[src/rtl/serial_adder_ctrl_if.sv]
`default_nettype none
// ============================================================================
// Module  : serial_adder_ctrl_if
// Brief   : Request/response handshake bundle for the nibble-serial adder.
// Revision: 1.0 - initial release
// ============================================================================
interface serial_adder_ctrl_if #(
    parameter int WIDTH = 16
);
    logic             in_valid;
    logic             in_ready;
    logic [WIDTH-1:0] a;
    logic [WIDTH-1:0] b;
    logic             cin;
    logic             out_valid;
    logic             out_ready;
    logic [WIDTH-1:0] sum;
    logic             cout;
    logic             busy;

    modport master (
        output in_valid, a, b, cin, out_ready,
        input  in_ready, out_valid, sum, cout, busy
    );

    modport slave (
        input  in_valid, a, b, cin, out_ready,
        output in_ready, out_valid, sum, cout, busy
    );
endinterface
`default_nettype wire

[src/rtl/serial_adder_ctrl.sv]
`default_nettype none
// ============================================================================
// Module  : serial_adder_ctrl (+ rca_adder_4bit)
// Brief   : Adds two WIDTH-bit operands one nibble per clock through a single
//           shared 4-bit ripple-carry adder, with valid/ready on both sides.
// Revision: 1.0 - initial release
// ============================================================================
module rca_adder_4bit (
    input  wire logic [3:0] i_a,
    input  wire logic [3:0] i_b,
    input  wire logic       i_cin,
    output logic      [3:0] o_sum,
    output logic            o_cout
);
    logic [4:0] w_c;

    assign w_c[0] = i_cin;

    for (genvar gi = 0; gi < 4; gi++) begin : g_bit
        assign o_sum[gi]  = i_a[gi] ^ i_b[gi] ^ w_c[gi];
        assign w_c[gi+1]  = (i_a[gi] & i_b[gi]) | (w_c[gi] & (i_a[gi] ^ i_b[gi]));
    end

    assign o_cout = w_c[4];
endmodule

module serial_adder_ctrl #(
    parameter int WIDTH = 16
) (
    input  wire logic          clk,
    input  wire logic          rst,
    serial_adder_ctrl_if.slave bus
);
    localparam int NIBBLES = WIDTH / 4;
    localparam int IDXW    = $clog2(NIBBLES);
    localparam logic [IDXW-1:0] c_last_idx = IDXW'(NIBBLES - 1);

    typedef enum logic [1:0] {
        S_IDLE = 2'd0,
        S_RUN  = 2'd1,
        S_DONE = 2'd2
    } state_t;

    state_t           r_state;
    state_t           w_next_state;
    logic             w_accept;
    logic             w_in_ready;
    logic             w_out_valid;
    logic             w_last;

    logic [WIDTH-1:0] r_a;
    logic [WIDTH-1:0] r_b;
    logic [WIDTH-1:0] r_sum;
    logic             r_carry;
    logic             r_cout;
    logic [IDXW-1:0]  r_idx;

    logic [IDXW+1:0]  w_bit_base;
    logic [3:0]       w_nib_a;
    logic [3:0]       w_nib_b;
    logic [3:0]       w_nib_sum;
    logic             w_nib_cout;

    assign w_last = (r_idx == c_last_idx);

    always_ff @(posedge clk) begin
        if (rst) begin
            r_state <= S_IDLE;
        end else begin
            r_state <= w_next_state;
        end
    end

    always_comb begin
        w_next_state = r_state;
        w_in_ready   = 1'b0;
        w_out_valid  = 1'b0;
        w_accept     = 1'b0;
        case (r_state)
            S_IDLE: begin
                w_in_ready = 1'b1;
                if (bus.in_valid) begin
                    w_accept     = 1'b1;
                    w_next_state = S_RUN;
                end
            end
            S_RUN: begin
                if (w_last) begin
                    w_next_state = S_DONE;
                end
            end
            S_DONE: begin
                w_out_valid = 1'b1;
                if (bus.out_ready) begin
                    w_next_state = S_IDLE;
                end
            end
            default: begin
                w_next_state = S_IDLE;
            end
        endcase
    end

    // Bit offset of the current nibble: idx * 4.
    assign w_bit_base = {r_idx, 2'b00};
    assign w_nib_a    = r_a[w_bit_base +: 4];
    assign w_nib_b    = r_b[w_bit_base +: 4];

    rca_adder_4bit u_adder (
        .i_a    (w_nib_a),
        .i_b    (w_nib_b),
        .i_cin  (r_carry),
        .o_sum  (w_nib_sum),
        .o_cout (w_nib_cout)
    );

    // Carry between nibbles lives in r_carry; cout is only updated on the
    // final nibble and otherwise keeps the previous result.
    always_ff @(posedge clk) begin
        if (rst) begin
            r_a     <= '0;
            r_b     <= '0;
            r_sum   <= '0;
            r_carry <= 1'b0;
            r_cout  <= 1'b0;
            r_idx   <= '0;
        end else if (w_accept) begin
            r_a     <= bus.a;
            r_b     <= bus.b;
            r_carry <= bus.cin;
            r_sum   <= '0;
            r_idx   <= '0;
        end else if (r_state == S_RUN) begin
            r_sum[w_bit_base +: 4] <= w_nib_sum;
            r_carry                <= w_nib_cout;
            if (w_last) begin
                r_cout <= w_nib_cout;
            end else begin
                r_idx <= r_idx + IDXW'(1);
            end
        end
    end

    assign bus.in_ready  = w_in_ready;
    assign bus.out_valid = w_out_valid;
    assign bus.busy      = (r_state != S_IDLE);
    assign bus.sum       = r_sum;
    assign bus.cout      = r_cout;
endmodule
`default_nettype wire

[src/flat_wrapper.sv]
// flat-port wrapper written by rule: the top's interface ports become plain ports
module serial_adder_ctrl_flat 
#(
    parameter int WIDTH = 16
)
  (clk, rst, bus_in_valid, bus_a, bus_b, bus_cin, bus_out_ready, bus_in_ready, bus_out_valid, bus_sum, bus_cout, bus_busy);
  serial_adder_ctrl_if #(.WIDTH(WIDTH)) bus_i ();
  input  wire logic clk;
  input  wire logic rst;
  input wire logic [$bits(bus_i.in_valid)-1:0] bus_in_valid;
  input wire logic [$bits(bus_i.a)-1:0] bus_a;
  input wire logic [$bits(bus_i.b)-1:0] bus_b;
  input wire logic [$bits(bus_i.cin)-1:0] bus_cin;
  input wire logic [$bits(bus_i.out_ready)-1:0] bus_out_ready;
  output wire logic [$bits(bus_i.in_ready)-1:0] bus_in_ready;
  output wire logic [$bits(bus_i.out_valid)-1:0] bus_out_valid;
  output wire logic [$bits(bus_i.sum)-1:0] bus_sum;
  output wire logic [$bits(bus_i.cout)-1:0] bus_cout;
  output wire logic [$bits(bus_i.busy)-1:0] bus_busy;
  assign bus_i.in_valid = bus_in_valid;
  assign bus_i.a = bus_a;
  assign bus_i.b = bus_b;
  assign bus_i.cin = bus_cin;
  assign bus_i.out_ready = bus_out_ready;
  assign bus_in_ready = bus_i.in_ready;
  assign bus_out_valid = bus_i.out_valid;
  assign bus_sum = bus_i.sum;
  assign bus_cout = bus_i.cout;
  assign bus_busy = bus_i.busy;
  serial_adder_ctrl #(.WIDTH(WIDTH)) u_core (.clk(clk), .rst(rst), .bus(bus_i));
endmodule
[config.mk]
export PLATFORM = sky130hd
export DESIGN_NAME = serial_adder_ctrl_flat
export DESIGN_NICKNAME = d
export VERILOG_FILES = /design/src/rtl/serial_adder_ctrl_if.sv /design/src/rtl/serial_adder_ctrl.sv /design/src/flat_wrapper.sv
export SDC_FILE = /design/constraint.sdc
export NUM_CORES = 1
export LEC_CHECK = 0
export ABC_AREA = 1
export CORE_MARGIN = 2
export CORE_UTILIZATION = 50
export DETAILED_ROUTE_END_ITERATION = 8
export GPL_ROUTABILITY_DRIVEN = 0
export GPL_TIMING_DRIVEN = 0
export PLACE_DENSITY = 0.85
export RECOVER_POWER = 100
export SLEW_MARGIN = 20
export SYNTH_ARGS = -nofsm -noshare
export SYNTH_HDL_FRONTEND = slang
export SYNTH_HIERARCHICAL = 1
export SYNTH_SLANG_ARGS = --single-unit
[constraint.sdc]
create_clock -name clk -period 5.7 [get_ports clk]
set_input_delay 1.14 -clock clk [delete_from_list [all_inputs] [get_ports clk]]
set_output_delay 1.14 -clock clk [all_outputs]
set_load 0.01 [all_outputs]
Word-level counts from Yosys, hierarchy flattened
Index checks and enable logic that the tools add are counted.

Word-level logic and storage cells: 59. Input bits: 37. Bits in registers: 54. Output and inout port bits: 20.

Reductions and logical operators: 7. Add/sub/neg operators: 2. Shifts and indexed selects: 4. Bitwise gates (word level): 22. Equality and inequality tests: 6. Multiplexer cells: 11.

Operators with widths (number): $shiftx 16x5->4 (2); $bwmux 16 (1); $shift 4x6->16 const A (1); $shiftx 4x6->16 (1); $and 1x1->1 (8); $xor 1x1->1 (8); $mux 1 (6); $mux 2 (3); $neg 4->6 (1); $pmux 2 s3 (1); $reduce_and 3->1 (2); $eq 2x2->1 const B (2); $ne 2x2->1 const B (2); $or 1x1->1 (4); $reduce_bool 2->1 (2); $add 2x1->2 const B (1); $eq 2x1->1 const B (1); $logic_not 2->1 (1); $ne 2x1->1 const B (1); $not 1->1 (2); $reduce_and 2->1 (1); $reduce_or 2->1 (1).

Depth between registers and ports, before layout
Depth after elaboration: 12. Mapped depth: 16. Gate-level depth less buffers: 15.

Modules after synthesis
The synthesis kept the hierarchy.

By module, submodules not included: serial_adder_ctrl (area each 2369.8 um^2, times used 1, cells each 324, sequential area each 1081.0 um^2); rca_adder_4bit (area each 117.6 um^2, times used 1, cells each 14, sequential area each 0.0 um^2).

Least setup slack after synthesis
Ideal clock, no wire load.

Path kind: register to register. Start: register u_core.r_idx[1]. End: register u_core.r_sum[15], in the netlist u_core/bus.sum[15]. Buffers on the path: 1. Slack: 2794 ps. Library setup time: 66 ps. Data required time: 5634 ps. Cell stages (with the launch flop): 17. Arrival: 2840 ps. Period minus slack after synthesis: 2906 ps. Cells stage by stage: dfxtp_1 > clkbuf_1 > inv_1 > o21ai_0 > o22ai_1 > fa_1 > inv_1 > fa_1 > inv_1 > fa_1 > inv_1 > fa_1 > inv_1 > inv_1 > nor3_1 > nand2_1 > a21oi_2.

Longest elaborated chain between the ends: 11. Elaborated cells between the ends (all ways): 23. Classes of those cells: add/sub: 1; shift: 4; mux: 1; bitwise: 17.

RTL lines: start: declaration (line serial_adder_ctrl.sv:56) `logic [IDXW-1:0] r_idx;`; start signal: assignment (line serial_adder_ctrl.sv:139) `r_idx <= r_idx + IDXW'(1);`; $shiftx 16x5->4 * (line serial_adder_ctrl.sv:106) `assign w_nib_a = r_a[w_bit_base +: 4];`; via u_core.w_nib_a[0] (line serial_adder_ctrl.sv:59) `logic [3:0] w_nib_a;`; $xor 1x1->1 (line serial_adder_ctrl.sv:21) `assign w_c[gi+1] = (i_a[gi] & i_b[gi]) | (w_c[gi] & (i_a[gi] ^ i_b[gi]));`; $and 1x1->1 (line serial_adder_ctrl.sv:21); $or 1x1->1 * (line serial_adder_ctrl.sv:21); $and 1x1->1 * (line serial_adder_ctrl.sv:21); $or 1x1->1 * (line serial_adder_ctrl.sv:21); $and 1x1->1 * (line serial_adder_ctrl.sv:21); $or 1x1->1 * (line serial_adder_ctrl.sv:21); $xor 1x1->1 * (line serial_adder_ctrl.sv:20) `assign o_sum[gi] = i_a[gi] ^ i_b[gi] ^ w_c[gi];`; via u_core.w_nib_sum[3] (line serial_adder_ctrl.sv:61) `logic [3:0] w_nib_sum;`; $shiftx 4x6->16 * (line serial_adder_ctrl.sv:134) `r_sum[w_bit_base +: 4] <= w_nib_sum;`; $bwmux 16 * (line serial_adder_ctrl.sv:134); end signal: indexed assignment (line serial_adder_ctrl.sv:134); end: declaration (line serial_adder_ctrl.sv:53) `logic [WIDTH-1:0] r_sum;`.

The timed path passes the listed nets; every way through them passes the cells marked *. A chain may end at the register's enable or synchronous reset.

Final worst setup path
Start: register u_core.r_idx[1]. End: register u_core.r_sum[15], in the netlist u_core/bus.sum[15].

Longest elaborated chain between the ends: 11. Elaborated cells between the ends (all ways): 23. Classes of those cells: add/sub: 1; shift: 4; mux: 1; bitwise: 17.

RTL lines: $shiftx 16x5->4 * (line serial_adder_ctrl.sv:107) `assign w_nib_b = r_b[w_bit_base +: 4];`; via u_core.w_nib_b[0] (line serial_adder_ctrl.sv:60) `logic [3:0] w_nib_b;`; $xor 1x1->1 (line serial_adder_ctrl.sv:21); $and 1x1->1 (line serial_adder_ctrl.sv:21); $or 1x1->1 * (line serial_adder_ctrl.sv:21); $and 1x1->1 * (line serial_adder_ctrl.sv:21); $or 1x1->1 * (line serial_adder_ctrl.sv:21); $and 1x1->1 * (line serial_adder_ctrl.sv:21); $or 1x1->1 * (line serial_adder_ctrl.sv:21); $xor 1x1->1 * (line serial_adder_ctrl.sv:20); via u_core.w_nib_sum[3] (line serial_adder_ctrl.sv:61); $shiftx 4x6->16 * (line serial_adder_ctrl.sv:134); $bwmux 16 * (line serial_adder_ctrl.sv:134).

Marks and branches as above.

==> metrics.txt <==
met3 Use GR 0.0393; critical setup path kind flip-flop to flip-flop; share of layout cells above drive strength 1 0.0721; Total Neg Setup Slack 0 ps; final clock skew 2.81 ps; clock transition at the registers of the reported paths 90 ps; slack of the worst reg-to-reg path 2180 ps; #FFs+latches synth 54; total power density per cell area 255 nW/um2; CP max stage cell sky130_fd_sc_hd__fa_1; distinct cell type count after synthesis 25; IO buf count 56; vertical die dimension 74.5 um; worst endpoint required time 5940 ps; pin count of the biggest net entering global routing 17; Placeable Area 4750 um2; critical path buffer and inverter count 7; TritonCTS Buffers 5; number of antenna diodes 0; worst hold path class flip-flop to flip-flop; buffer count from post-CTS setup fixing 0; Slowest Stage Delay on Critical Path 400 ps; count of flip-flops with a built-in enable after synthesis 0; slew at the pin closest to its max-slew limit 692 ps; Setup crit start kind flip-flop; time the worst path needs with I/O delays and setup 3520 ps; Mapped Avg Cell Area 7.36 um2; sum of net half-perimeters after detailed placement 4220 um; first-pass GRT wire length 9840 um; yosys warns 6; ys flop type sky130_fd_sc_hd__dfxtp_1; Static Leak 1.31 nW; worst slack, placed 2270 ps; Max H-tree Level 2; worst slew slack as a fraction of its limit 0.539; synthesized area 2490 um2; post-cts hold buffer count 0; final wirelength 5730 um; cells taking the most area after synthesis sky130_fd_sc_hd__dfxtp_1 (43%), sky130_fd_sc_hd__nor2_1 (14%), sky130_fd_sc_hd__o21ai_0 (9.5%); detailed-route via count 2392; count of mapped cells out of synthesis 338; fill count 412; instance count on the critical path 16; Worst setup EP type flip-flop; total I/O pin count 57; post-route cell area 3210 um2; GRT Util Overall 0.231; Clk Latency, worst-skew pair 300 ps; RSZ-0062 raised after global routing no; most numerous cell in the Yosys netlist sky130_fd_sc_hd__nor2_1; combinational family with the most area after synthesis simple AND/OR/NAND/NOR gates; final number of hold-violating endpoints 0; family of cells with the greatest summed delay on the critical path adder cells; area fraction in compound gates after synthesis 0.181; met1 track demand over resource in global routing 0.273; share of synthesized area occupied by flip-flops and latches 0.435; top cell type by total area after synthesis sky130_fd_sc_hd__dfxtp_1; maximum clock frequency 284 MHz; Max rail drop VDD 0.000166 V; Avg WL per Cell 12.2 um; per-cell via count in the routed design 5.10; share of synthesized cell area in full adder, half adder and majority cells 0.0573; Chip Width 74.5 um; detailed router's first-iteration violation count 204; Final #Nets 447; count of unresolved DRC violations after routing 0; share of Yosys cell area claimed by the top area cell type 0.435; # clock sinks 54; result of the run finished clean; dominant cell type by count on the critical path sky130_fd_sc_hd__inv_1; maximum fanout count along the critical path 11; total count of max-transition violations in the final report 0; TritonCTS clock tree built; global routing usage on met2 0.414; CTS Root Cell sky130_fd_sc_hd__clkbuf_8; via count of the first global-routing pass 2280; net count after synthesis 384; final design utilization 0.675; full die area 5550 um2; initial antenna violation count 0; crit-path cells clkbuf_1 > inv_1 > o21ai_0 > o22ai_1 > fa_1 > inv_1 > fa_1 > inv_1 > fa_1 > inv_1 > fa_1 > inv_1 > inv_1 > nor3_1 > nand2_1 > a21oi_1; total number of placement rows 25; Worst Slack Setup Final 2180 ps; effective utilization at floorplan 0.523; multiplexer area fraction after synthesis 0; final period utilization 0.618; Worst Hold Slack 465 ps; R2R cell count 16; depth of the worst hold-timing path 2; endpoint arrival time on the critical path 3760 ps; fraction of synthesized cell area in xor and xnor cells 0; signed area change from the synthesized netlist to the final layout 29.0%; top cells by instance count after synthesis sky130_fd_sc_hd__nor2_1 (92), sky130_fd_sc_hd__dfxtp_1 (54), sky130_fd_sc_hd__o21ai_0 (47); Post-Synth Simple-Gate Area 0.251; Antenna Violating Nets Remaining 0; Max Cap Violations 0; Area after DPL 3130 um2; total congestion overflow after global routing 0; Max Root-Sink Buffers 2; layer carrying the most global-route usage met2; fraction of registers with async set/reset 0; number of gates resized after cts 0; first drt pass iteration count 4; final count of negative-setup-slack endpoints 0
[final cells by class]
class	instances	area, um2	area share
Multi-Input combinational cell	240	1200	0.376
Buffer	15	58.8	0.0183
Inverter	29	110	0.0343
Tap cell	67	83.8	0.0261
Timing Repair Buffer	56	561	0.175
Clock inverter	3	40.0	0.0125
Sequential cell	54	1080	0.337
Clock buffer	5	68.8	0.0215
[final timing paths]
kind	from	to
setup / recovery	u_core/r_idx[1]	u_core/bus.sum[15]
setup reg to reg	u_core/r_idx[1]	u_core/bus.sum[15]
hold / removal	u_core/bus.sum[8]	u_core/bus.sum[8]
hold reg to reg	u_core/bus.sum[8]	u_core/bus.sum[8]
[state kept, by name (all words and copies together) (netlist names)]
| name | count |
|---|---|
| u_core/bus.sum | 16 |
| u_core/bus.cout | 1 |
| u_core/r_b | 16 |
| u_core/r_carry | 1 |
| u_core/r_a | 16 |
| u_core/r_idx | 2 |
| u_core/r_state | 2 |
[layout by cell type (no fill, tap or decap), drive strengths merged, types with 5 or more instances in the layout]
| cell type | count |
|---|---|
| o22ai | 8 |
| nor2 | 96 |
| nand2 | 41 |
| ha | 5 |
| clkdlybuf4s50 | 34 |
| a21oi | 21 |
| o21ai | 50 |
| inv | 28 |
| dlygate4sd3 | 22 |
| nand3 | 8 |
| clkbuf | 20 |
| dfxtp | 54 |
[per-stage QoR]
stage               instances  total power [mW]
detailed placement        461             0.577
finish                    469             0.818
global route              469             0.858
global placement          461             0.572
floorplan                 338             0.518
CTS                       469             0.823
[worst register-to-register path, cell delays in order (launching register included)]
cell and delay (ps):
sky130_fd_sc_hd__dfxtp_1 360, sky130_fd_sc_hd__clkbuf_1 390, sky130_fd_sc_hd__inv_1 310, sky130_fd_sc_hd__o21ai_0 170
sky130_fd_sc_hd__o22ai_1 140, sky130_fd_sc_hd__fa_1 400, sky130_fd_sc_hd__inv_1 80, sky130_fd_sc_hd__fa_1 150
sky130_fd_sc_hd__inv_1 50, sky130_fd_sc_hd__fa_1 350, sky130_fd_sc_hd__inv_1 80, sky130_fd_sc_hd__fa_1 400
sky130_fd_sc_hd__inv_1 80, sky130_fd_sc_hd__inv_1 60, sky130_fd_sc_hd__nor3_1 230, sky130_fd_sc_hd__nand2_1 100
sky130_fd_sc_hd__a21oi_1 120
[cells by family (layout without fill, tap and decap cells)]
| logic type | after synthesis | in the layout |
|---|---|---|
| AND/OR/NAND/NOR | 151 | 151 |
| AO/OA/AOI/OAI | 80 | 80 |
| flip-flops | 54 | 54 |
| buffers and inverters | 44 | 108 |
| adder cells (fa/ha/maj) | 9 | 9 |
[power breakdown]
group	switching [mW]	internal, mW
registers	0.0134	0.400
logic	0.0888	0.0637
clock network	0.123	0.129
total	0.225	0.593
[metal layers]
metal / vias up / share of wire
met5: - / 0
met4: 0 / 0.026
met3: 14 / 0.053
met2: 83 / 0.49
met1: 1081 / 0.43
li1: 1214 / -
Note: power is estimated with default switching activity, not from simulation.
